`src/rtl/storebuf_param.sv`:
```
// Parametrised store buffer: age-ordered circular queue (fin/com/ret pointers)
// with speculative kill, append-during-kill and byte-granular load forwarding.
module storebuf_ent_cmp #(
  parameter int ADDR_LEN    = 32,
  parameter int SPECTAG_LEN = 5
) (
  input  logic                   i_valid,
  input  logic                   i_specbit,
  input  logic [ADDR_LEN-1:0]    i_addr,
  input  logic [SPECTAG_LEN-1:0] i_spectag,
  input  logic [ADDR_LEN-1:0]    i_ldaddr,
  input  logic [SPECTAG_LEN-1:0] i_spectagfix,
  input  logic [SPECTAG_LEN-1:0] i_prtag,
  output logic                   o_match,
  output logic                   o_kill,
  output logic                   o_resolve
);
  assign o_match   = i_valid & (i_addr == i_ldaddr);
  assign o_kill    = i_valid & i_specbit & (|(i_spectag & i_spectagfix));
  assign o_resolve = (i_spectag == i_prtag);
endmodule

module storebuf_param #(
  parameter int ENT_NUM     = 4,
  parameter int ENT_SEL     = 2,
  parameter int DATA_LEN    = 32,
  parameter int ADDR_LEN    = 32,
  parameter int SPECTAG_LEN = 5
) (
  input  logic                   clk,
  input  logic                   reset,
  input  logic                   prsuccess,
  input  logic                   prmiss,
  input  logic [SPECTAG_LEN-1:0] prtag,
  input  logic [SPECTAG_LEN-1:0] spectagfix,
  input  logic                   stfin,
  input  logic                   stspecbit,
  input  logic [SPECTAG_LEN-1:0] stspectag,
  input  logic [DATA_LEN-1:0]    stdata,
  input  logic [ADDR_LEN-1:0]    staddr,
  input  logic [DATA_LEN/8-1:0]  stbe,
  input  logic                   stcom,
  input  logic                   memoccupy_ld,
  output logic                   stretire,
  output logic [DATA_LEN-1:0]    retdata,
  output logic [ADDR_LEN-1:0]    retaddr,
  output logic [DATA_LEN/8-1:0]  retbe,
  output logic                   sb_full,
  output logic                   sb_empty,
  output logic [ENT_SEL:0]       sb_count,
  input  logic [ADDR_LEN-1:0]    ldaddr,
  input  logic [DATA_LEN/8-1:0]  ldbe,
  output logic [DATA_LEN-1:0]    lddata,
  output logic                   hit,
  output logic                   hit_partial
);
  localparam int BE_LEN = DATA_LEN/8;
  localparam logic [ENT_SEL:0]   FULL_CNT = (ENT_SEL+1)'(ENT_NUM);
  localparam logic [ENT_SEL-1:0] PTR_ONE  = ENT_SEL'(1);

  logic [ENT_SEL-1:0]                  r_finptr, r_comptr, r_retptr;
  logic [ENT_SEL:0]                    r_count;
  logic [ENT_NUM-1:0]                  r_valid, r_completed, r_specbit;
  logic [ENT_NUM-1:0][DATA_LEN-1:0]    r_data;
  logic [ENT_NUM-1:0][ADDR_LEN-1:0]    r_addr;
  logic [ENT_NUM-1:0][BE_LEN-1:0]      r_be;
  logic [ENT_NUM-1:0][SPECTAG_LEN-1:0] r_spectag;

  logic [ENT_NUM-1:0] w_match, w_kill, w_resolve;
  logic [ENT_NUM-1:0] w_valid_n, w_comp_n, w_spec_n;
  logic [ENT_SEL-1:0] w_kill_ptr, w_alloc_ptr, w_fwd_ptr;
  logic [ENT_SEL:0]   w_nkill, w_post_cnt, w_base_cnt, w_count_n;
  logic               w_full, w_alloc, w_alloc_spec, w_retire;
  logic               w_fwd_match, w_cover;

  for (genvar g = 0; g < ENT_NUM; g++) begin : g_ent
    storebuf_ent_cmp #(.ADDR_LEN(ADDR_LEN), .SPECTAG_LEN(SPECTAG_LEN)) u_cmp (
      .i_valid      (r_valid[g]),
      .i_specbit    (r_specbit[g]),
      .i_addr       (r_addr[g]),
      .i_spectag    (r_spectag[g]),
      .i_ldaddr     (ldaddr),
      .i_spectagfix (spectagfix),
      .i_prtag      (prtag),
      .o_match      (w_match[g]),
      .o_kill       (w_kill[g]),
      .o_resolve    (w_resolve[g])
    );
  end

  // Oldest killed entry: walk youngest-to-oldest from retptr so the oldest wins.
  always_comb begin
    w_kill_ptr = r_finptr;
    w_nkill    = '0;
    for (int k = ENT_NUM-1; k >= 0; k--)
      if (w_kill[r_retptr + ENT_SEL'(k)]) w_kill_ptr = r_retptr + ENT_SEL'(k);
    for (int i = 0; i < ENT_NUM; i++)
      w_nkill = w_nkill + {{ENT_SEL{1'b0}}, w_kill[i]};
  end

  assign w_full       = (r_count == FULL_CNT);
  assign w_post_cnt   = r_count - w_nkill;
  assign w_alloc      = stfin & (prmiss ? (w_post_cnt != FULL_CNT) : ~w_full);
  assign w_alloc_ptr  = prmiss ? w_kill_ptr : r_finptr;
  assign w_alloc_spec = ~prmiss & stspecbit & ~(prsuccess & (stspectag == prtag));
  assign w_retire     = r_valid[r_retptr] & r_completed[r_retptr] & ~memoccupy_ld & ~prmiss;
  assign w_base_cnt   = prmiss ? w_post_cnt : (r_count - {{ENT_SEL{1'b0}}, w_retire});
  assign w_count_n    = w_base_cnt + {{ENT_SEL{1'b0}}, w_alloc};

  always_comb begin
    w_valid_n = r_valid;
    w_comp_n  = r_completed;
    w_spec_n  = r_specbit;
    if (prmiss) begin
      w_valid_n = r_valid & ~w_kill;
      w_comp_n  = r_completed & ~w_kill;
      w_spec_n  = '0;
    end else begin
      if (prsuccess) w_spec_n = r_specbit & ~w_resolve;
      if (w_retire) begin
        w_valid_n[r_retptr] = 1'b0;
        w_comp_n[r_retptr]  = 1'b0;
      end
      if (stcom) w_comp_n[r_comptr] = 1'b1;
    end
    // Append last so a post-kill allocation lands on top of the freed slot.
    if (w_alloc) begin
      w_valid_n[w_alloc_ptr] = 1'b1;
      w_comp_n[w_alloc_ptr]  = 1'b0;
      w_spec_n[w_alloc_ptr]  = w_alloc_spec;
    end
  end

  always_ff @(posedge clk) begin
    if (reset) begin
      r_finptr    <= '0;
      r_comptr    <= '0;
      r_retptr    <= '0;
      r_count     <= '0;
      r_valid     <= '0;
      r_completed <= '0;
      r_specbit   <= '0;
    end else begin
      r_valid     <= w_valid_n;
      r_completed <= w_comp_n;
      r_specbit   <= w_spec_n;
      r_count     <= w_count_n;
      r_finptr    <= w_alloc ? (w_alloc_ptr + PTR_ONE) : w_alloc_ptr;
      if (!prmiss && stcom) r_comptr <= r_comptr + PTR_ONE;
      if (w_retire)         r_retptr <= r_retptr + PTR_ONE;
    end
  end

  always_ff @(posedge clk) begin
    if (w_alloc) begin
      r_data[w_alloc_ptr]    <= stdata;
      r_addr[w_alloc_ptr]    <= staddr;
      r_be[w_alloc_ptr]      <= stbe;
      r_spectag[w_alloc_ptr] <= stspectag;
    end
  end

  // Valid entries are contiguous from retptr, so the last match walking
  // oldest-to-youngest is the youngest match behind finptr.
  always_comb begin
    w_fwd_match = 1'b0;
    w_fwd_ptr   = r_retptr;
    for (int k = 0; k < ENT_NUM; k++) begin
      if (w_match[r_retptr + ENT_SEL'(k)]) begin
        w_fwd_match = 1'b1;
        w_fwd_ptr   = r_retptr + ENT_SEL'(k);
      end
    end
  end

  always_comb begin
    lddata = '0;
    for (int b = 0; b < BE_LEN; b++)
      if (w_fwd_match & r_be[w_fwd_ptr][b]) lddata[8*b +: 8] = r_data[w_fwd_ptr][8*b +: 8];
  end

  assign w_cover     = ((r_be[w_fwd_ptr] & ldbe) == ldbe);
  assign hit         = w_fwd_match & w_cover;
  assign hit_partial = w_fwd_match & ~w_cover;

  assign stretire = w_retire;
  assign retdata  = r_data[r_retptr];
  assign retaddr  = r_addr[r_retptr];
  assign retbe    = r_be[r_retptr];
  assign sb_full  = w_full;
  assign sb_empty = (r_count == '0);
  assign sb_count = r_count;
endmodule

```
`config.mk`:
```
export PLATFORM = sky130hd
export DESIGN_NAME = storebuf_param
export DESIGN_NICKNAME = d
export VERILOG_FILES = /design/src/rtl/storebuf_param.sv
export SDC_FILE = /design/constraint.sdc
export NUM_CORES = 1
export LEC_CHECK = 0
export ABC_AREA = 1
export CAP_MARGIN = 20
export CORE_ASPECT_RATIO = 2
export CORE_MARGIN = 3
export CORE_UTILIZATION = 28
export DETAILED_ROUTE_END_ITERATION = 7
export PLACE_DENSITY = 0.55
export SYNTH_ARGS = -nofsm -noshare
export SYNTH_HDL_FRONTEND = slang
export SYNTH_HIERARCHICAL = 1
export SYNTH_SLANG_ARGS = --single-unit
```
`constraint.sdc`:
```
create_clock -name clk -period 8.9 [get_ports clk]
set_clock_uncertainty 0.2 [all_clocks]
set_input_delay 1.78 -clock clk [delete_from_list [all_inputs] [get_ports clk]]
set_output_delay 1.78 -clock clk [all_outputs]
set_load 0.05 [all_outputs]
```
==> results of run 1 <==
routing by layer:
layer / GRT usage (%) / share of wire, % / vias to the layer above
met4: 8.39 / 4.6 / 6
met5: 0 / 0.079 / -
met2: 33.2 / 52 / 520
met3: 3.31 / 6.3 / 136
met1: 19.5 / 37 / 6653
li1: - / - / 6610
cells in the final DEF (no fill, tap or decap), types with 44 or more instances in the layout:
| cell type | Yosys | layout |
|---|---|---|
| o21ai_1 | 44 | 44 |
| nor2_1 | 349 | 349 |
| clkdlybuf4s50_1 | 0 | 226 |
| a21oi_1 | 63 | 63 |
| nand2_1 | 333 | 332 |
| o21ai_0 | 185 | 185 |
| nand3_1 | 49 | 49 |
| o22ai_1 | 64 | 64 |
| inv_1 | 203 | 198 |
| edfxtp_1 | 292 | 292 |
worst min-delay path: cells and delay by family, from the launching register on:
kind            cells  cell delay [ns]
flops               1             0.31
compound gates      1             0.06
simple gates        1             0.07
layout make-up:
| class | count | area [um2] |
|---|---|---|
| clock buffers | 40 | 810 |
| fillers | 5841 | 37400 |
| clock inverters | 16 | 209 |
| multi-input cells | 1251 | 6130 |
| inverters | 215 | 827 |
| diodes | 4 | 10.0 |
| flip-flops and latches | 313 | 9190 |
| repair buffers | 259 | 2600 |
| well taps | 762 | 953 |
flip-flops by register name (all words and copies together), names as in the netlist:
| name | cells |
|---|---|
| r_valid | 4 |
| r_finptr | 2 |
| r_spectag | 20 |
| r_be | 16 |
| r_data | 128 |
| sb_count | 3 |
| r_comptr | 2 |
| r_completed | 4 |
| r_retptr | 2 |
| r_addr | 128 |
| r_specbit | 4 |
report_power, final:
part | total, mW | switching (mW) | internal [mW]
Combinational | 0.823 | 0.547 | 0.277
Sequential | 1.83 | 0.0711 | 1.75
Clock | 1.34 | 0.562 | 0.783
Total | 3.99 | 1.18 | 2.81
how the worst max path moves through the flow:
| stage | from | endpoint | slack [ns] | depth (start not counted) |
|---|---|---|---|---|
| 3_5_place_dp | ldaddr[2] | hit | 0.53 | 25 |
| 4_1_cts | ldaddr[2] | lddata[10] | 0.52 | 24 |
| 5_1_grt | ldaddr[2] | lddata[10] | 0.18 | 24 |
| 2_1_floorplan | spectagfix[2] | r_addr[0] | 1.45 | 19 |
| 6_report | ldaddr[2] | lddata[7] | 0.65 | 22 |
| 3_3_place_gp | ldaddr[2] | hit | 0.54 | 25 |
cells by family after synthesis:
| group | after synthesis | synth area share (%) |
|---|---|---|
| xor gates and xnor gates | 59 | 3.13 |
| AOI/OAI and AO/OA | 384 | 12.6 |
| buffers and inverters | 288 | 7.26 |
| muxes | 1 | 0.0607 |
| and+or+nand+nor | 784 | 19.3 |
| adders and majority gates | 23 | 1.97 |
| DFF | 313 | 55.7 |
per-stage QoR:
stage	power (mW)	instances	worst slack [ns]	area, um2	utilization, %
2_1_floorplan	2.32	1852	1.45	16500	-
3_3_place_gp	2.68	2800	0.536	19700	33.9
3_5_place_dp	2.69	2800	0.534	19700	33.9
4_1_cts	4.05	2856	0.523	20700	35.6
5_1_grt	4.17	2858	0.181	20700	35.6
6_report	3.99	2860	0.651	20700	35.6
==> metrics.txt, run 1 <==
first-pass GRT wire length between 80000 and 90000 um; Final Max Slew Viols 0; clock root buffer master clkbuf_16; maximum clock path buffer count 3; Tmin final about 8.2 ns; DIE AREA just over 60000 um2; worst hold path class flop to flop; number of DRC markers in iteration 0 ~920; worst reg2reg path endpoint r_data[58]; Max Clk Rate 121 MHz; largest net degree at the start of global routing 80; Startpoint Class input port; max_cap viols 0; Clock Pin Slew Worst Setup and Hold Paths around 0.06 ns; cell area after synthesis between 15000 and 20000 um2; final hold violation count 0; Cell variety after synth 45; syn nets between 2000 and 2500; Die H ~350 um; WL final around 57000 um; count leader, synth nor2_1; Pre-antenna DRT Iters 5; Post-Syn Instances between 1500 and 2000; Sink Count 313; r2r setup slk approximately 2.7 ns; DRT antenna net count 0; Lkg Pwr about 8 nW; DR WL/cell 20.0 um; Core ar. 58200 um2; Yosys warning count 6; WP buf/inv 5; hold path cells 2; port buffer count roughly 230; largest cells by area after synthesis edfxtp_1 53%, nor2_1 7.9%, nand2_1 7.6%; crit path cell chain clkdlybuf4s50_1 > inv_1 > nand2_1 > nand2_1 > nor2_1 > nand2_1 > nor2_2 > nand3_1 > nor2_2 > inv_1 > o21ai_0 > nand2_1 > nand2_1 > inv_2 > nand3_4 > nand2_8 > nand2_1 > nand3_1 > nand2_1 > nand2_1 > a21oi_1 > clkdlybuf4s50_1; arrival time at the worst endpoint between 6 and 7 ns; most frequent CP cell nand2_1; via count 13900; crit-path max cell delay 0.88 ns; hold slack 0.284 ns; Reg2Reg Launch Point r_spectag[12]; worst vdd ir around 0.17 mV; slowest CP cell clkdlybuf4s50_1; delay-heaviest family, CP simple AND/OR/NAND/NOR gates; antenna violations before repair 7; WHS Endpoint r_specbit[3]; unrepaired setup endpoints after global routing false; setup TNS 0 ns; final net count roughly 2200; cts hold-fix bufs 0; number of setup buffers added after CTS 0; async set-reset flop share out of synthesis 0%; Crit path required time about 7 ns; GR Overflow Total 0; row count 125; dominant synthesized flop cell edfxtp_1; CTS tree built; H-tree levels 1; Worst Max-Slew Pin Slew approximately 1.1 ns; Via density between 4 and 5; outcome complete, no violations; Hold Crit Start r_specbit[3]; fin crit share roughly 93%; leading area contributor after synthesis edfxtp_1; P per Cell Area just under 200 nW/um2; Setup Crit Path Kind input port to primary output; Crit. End Element primary output; Setup Viol. Count Final 0; area fraction of the dominant cell type after synthesis a little over half; GP Congestion slightly below 0.9; DRC Markers 0; CP max FO 38; Synth Register Bits roughly 310; Total GRT Usage 18.0%; Synth top cells by count 349 x nor2_1, 333 x nand2_1, 292 x edfxtp_1; sequential share of the synthesized area a little under three fifths; share of cells above drive strength 1 under 10%; syn avg cell area 8.91 um2; Post-synth EDFFs roughly 290; Resize count post-CTS 0; Chip Width roughly 180 um; clock network latency to the later pin of the worst-skew pair between 0.5 and 0.6 ns; reg2reg path depth 21; area growth from synthesis to layout 25.6%; Inserted Clock Buffers 31; vias in the first global route 14200; Starting Density between 20 and 30%; IO Pins 235; Rel. slew slack between 20% and 30%; HPWL Detailed between 30000 and 40000 um
(Power assumes the default switching activity.)
==> run 2, diff against run 1 <==
--- a/config.mk
+++ b/config.mk
@@ -5,7 +5,6 @@
 export SDC_FILE = /design/constraint.sdc
 export NUM_CORES = 1
 export LEC_CHECK = 0
-export ABC_AREA = 1
 export CAP_MARGIN = 20
 export CORE_ASPECT_RATIO = 2
 export CORE_MARGIN = 3
==> constraint.sdc (replaced) <==
create_clock -name clk -period 9.2 [get_ports clk]
set_clock_uncertainty 0.2 [all_clocks]
set_input_delay 1.84 -clock clk [delete_from_list [all_inputs] [get_ports clk]]
set_output_delay 1.84 -clock clk [all_outputs]
set_load 0.05 [all_outputs]
==> run 2 against run 1 <==
Final area shrank 5.9%. Via count fell by 32%. Final cell count is 33% lower. Register-to-register slack better by 0.51 ns. Core utilization is 0.67 points higher. Worst setup slack got worse by 0.26 ns. Wire length is 20% lower. Flip-flop and latch count stayed put. Largest cell class unchanged. Highest routed layer unchanged.
==> metrics.txt, run 2 <==
Starting Density 28.4% (about the same); cts hold-fix bufs 0 (unchanged); outcome complete, no violations; CP max FO 9 (-76%); Synth top cells by count 292 x edfxtp_1, 138 x xor2_1, 98 x mux4_2; port buffer count 234 (unchanged); row count 120 (-4.0%); Core ar. 53800 um2 (-7.6%); Hold Crit Start r_specbit[1]; Lkg Pwr 6.30 nW (-22%); Rel. slew slack 28.1% (-0.83 points); antenna violations before repair 8 (+1); largest family of logic cells by synthesized area multiplexers; share of cells above drive strength 1 16.5% (+10 points); most frequent cells in the layout 292 x edfxtp_1, 230 x clkdlybuf4s50_1, 138 x xor2_1; Worst Max-Slew Pin Slew 1.05 ns (-0.0175 ns); clock network latency to the later pin of the worst-skew pair 0.58 ns (about the same); Chip Width 171 um (-3.7%); fin area 19500 um2 (-5.9%); largest net degree at the start of global routing 51 (-36%); DRC Markers 0 (unchanged); Die H 336 um (-3.8%); Pre-antenna DRT Iters 5 (unchanged); compound-cell area share of the yosys netlist 3.99% (-8.6 points); dominant synthesized flop cell edfxtp_1; met3 GRT Util 3.54% (+0.23 points); NetSw 945 uW (-20%); final net count 1365 (-39%); Crit path required time 7.16 ns (+0.24 ns); Inserted Clock Buffers 31 (unchanged); syn nets 1106 (-45%); max_cap viols 0 (unchanged); vias in the first global route 10400 (-27%); Reg2Reg Launch Point r_spectag[6]; Tmin final about 8.8 ns; CTS tree built; area fraction of the dominant cell type after synthesis 57.5% (+4.3 points); first-pass GRT wire length 66100 um (-22%); final hold violation count 0 (unchanged); setup TNS 0 ns (unchanged); Yosys warning count 6 (unchanged); mux share of post-synthesis cell area 15.4% (+15 points); Setup Crit Path Kind input port to primary output; Via density 4.96 (+1.9%); Startpoint Class input port; fin crit share a little over nine tenths; Crit. End Element primary output; Clock Pin Slew Worst Setup and Hold Paths 0.06 ns (about the same); GR Overflow Total 0 (unchanged); arrival time at the worst endpoint 6.77 ns (+0.50 ns); DIE AREA 57500 um2 (-7.4%); Synth Register Bits 313 (unchanged); Sink Count 313 (unchanged); DP Area 18600 um2 (-5.5%); combinational power share 17.5% (-3.1 points); Final Max Slew Viols 0 (unchanged); async set-reset flop share out of synthesis 0% (unchanged); Setup Viol. Count Final 0 (unchanged); P per Cell Area 176 nW/um2 (-8.5%); fin cells 1911 (-33%); Cell variety after synth 57 (+27%); Simple-Gate Fraction of Synth Area 6.82% (-12 points); Clk pwr share 33.5% (-0.2 points); hold path cells 2 (unchanged); IO Pins 235 (unchanged); Seq pwr share 49.0% (+3.3 points); Core Util, Final 36.3% (+0.67 points); leading area contributor after synthesis edfxtp_1; busiest grt layer met2; area growth from synthesis to layout 27.9%; via count 9480 (-32%); HPWL Detailed 32800 um (-17%); H-tree levels 1 (unchanged); syn avg cell area 16.0 um2 (+79%); GRT met1 Usage 15.9% (-3.6 points); DRT antenna net count 0 (unchanged); hold slack 0.289 ns (+0.00449 ns); number of DRC markers in iteration 0 490 (-47%); worst reg2reg path endpoint r_data[24]; DR WL/cell 24.0 um (+20%); Resize count post-CTS 0 (unchanged); GP Congestion 0.782 (-9.6%); Post-synth EDFFs 292 (unchanged); unrepaired setup endpoints after global routing false; sequential share of the synthesized area 60.2% (+4.5 points); commonest non-fill, non-tap cell in the layout edfxtp_1; count leader, synth edfxtp_1; largest cells by area after synthesis edfxtp_1 57%, mux4_2 14%, xor2_1 7.9%; Post-Syn Instances 956 (-48%); r2r setup slk 3.23 ns (+0.51 ns); Max Clk Rate approximately 110 MHz; Synth Area in XOR/XNOR 9.31% (+6.2 points); Total GRT Usage 15.6% (-2.4 points); WL final 45900 um (-20%); post-synthesis adder-cell area fraction 2.13% (+0.16 points); reg2reg path depth 17 (-19%); worst vdd ir 0.125 mV (-25%); WHS Endpoint r_specbit[1]; clock root buffer master clkbuf_16; worst hold path class flop to flop; placed cells 1853 (-34%); switching part of the total power 27.5% (-2.1 points); Int Pwr 2.50 mW (-11%); number of setup buffers added after CTS 0 (unchanged); GR met2 Demand/Resource 29.9% (-3.4 points); maximum clock path buffer count 3 (unchanged); cell area after synthesis 15300 um2 (-7.6%); biggest regs r_addr: 128 flops, r_data: 128 flops, r_spectag: 20 flops
[run 2: cell types whose count changed after synthesis, sizes merged, moves of 25 or more]
| cell | change |
|---|---|
| nor4 | +25 |
| nand3 | -33 |
| clkbuf | -27 |
| nand2 | -286 |
| o22ai | -64 |
| o21ai | -222 |
| nor2 | -350 |
| inv | -188 |
| a21oi | -33 |
| xor2 | +110 |
| mux4 | +98 |
[run 2: worst max-delay path by stage]
| stage | from | end |
|---|---|---|
| 2_1_floorplan | spectagfix[2] | r_addr[0] |
| 3_3_place_gp | ldaddr[12] | lddata[23] |
| 3_5_place_dp | ldaddr[12] | lddata[29] |
| 4_1_cts | ldaddr[12] | lddata[29] |
| 5_1_grt | ldaddr[12] | lddata[8] |
| 6_report | ldaddr[12] | lddata[8] |
[run 2: power by group through the flow]
| stage | combinational [mW] | clock (mW) | sequential, mW |
|---|---|---|---|
| 2_1_floorplan | 0.334 | 0 | 1.72 |
| 3_3_place_gp | 0.614 | 0 | 1.71 |
| 3_5_place_dp | 0.613 | 0 | 1.72 |
| 4_1_cts | 0.616 | 1.20 | 1.69 |
| 5_1_grt | 0.643 | 1.25 | 1.69 |
| 6_report | 0.603 | 1.15 | 1.68 |
[run 2: layer usage]
layer,up-vias,part of all wire [%]
met5,-,0.089
met4,6,4.4
met3,95,6.2
met2,308,55
met1,4797,34
li1,4274,-
[run 2: worst max-delay path, stage by stage]
cell	delay (ns)
clkdlybuf4s50_1	0.55
xor2_1	0.24
nor4_1	0.55
nand4_1	0.23
nor3_2	0.41
mux4_2	0.33
and2b_1	0.27
a211oi_1	0.25
a311oi_1	0.08
mux2i_1	0.87
and3_1	0.29
clkdlybuf4s50_1	0.85
[run 2: area by class of cell]
class | instances | area, um2
multi-input cells | 574 | 5750
diodes | 4 | 10.0
flip-flops and latches | 313 | 9200
clock inverters | 18 | 96.3
inverters | 27 | 111
well taps | 671 | 840
repair buffers | 268 | 2710
clock buffers | 36 | 795
fillers | 5101 | 34200
[run 2: logic make-up after synthesis]
group           count (synthesis)
buf+inv                        69
mux                           111
xor+xnor                      160
flops                         313
compound gates                 89
simple gates                  191
fa+ha+maj                      23
[run 2: through the flow]
step	total power [mW]	setup slack, ns
after CTS	3.50	0.354
final	3.44	0.390
after global routing	3.59	0.163
after detailed placement	2.33	0.383
after floorplan	2.05	1.41
after global placement	2.32	0.429
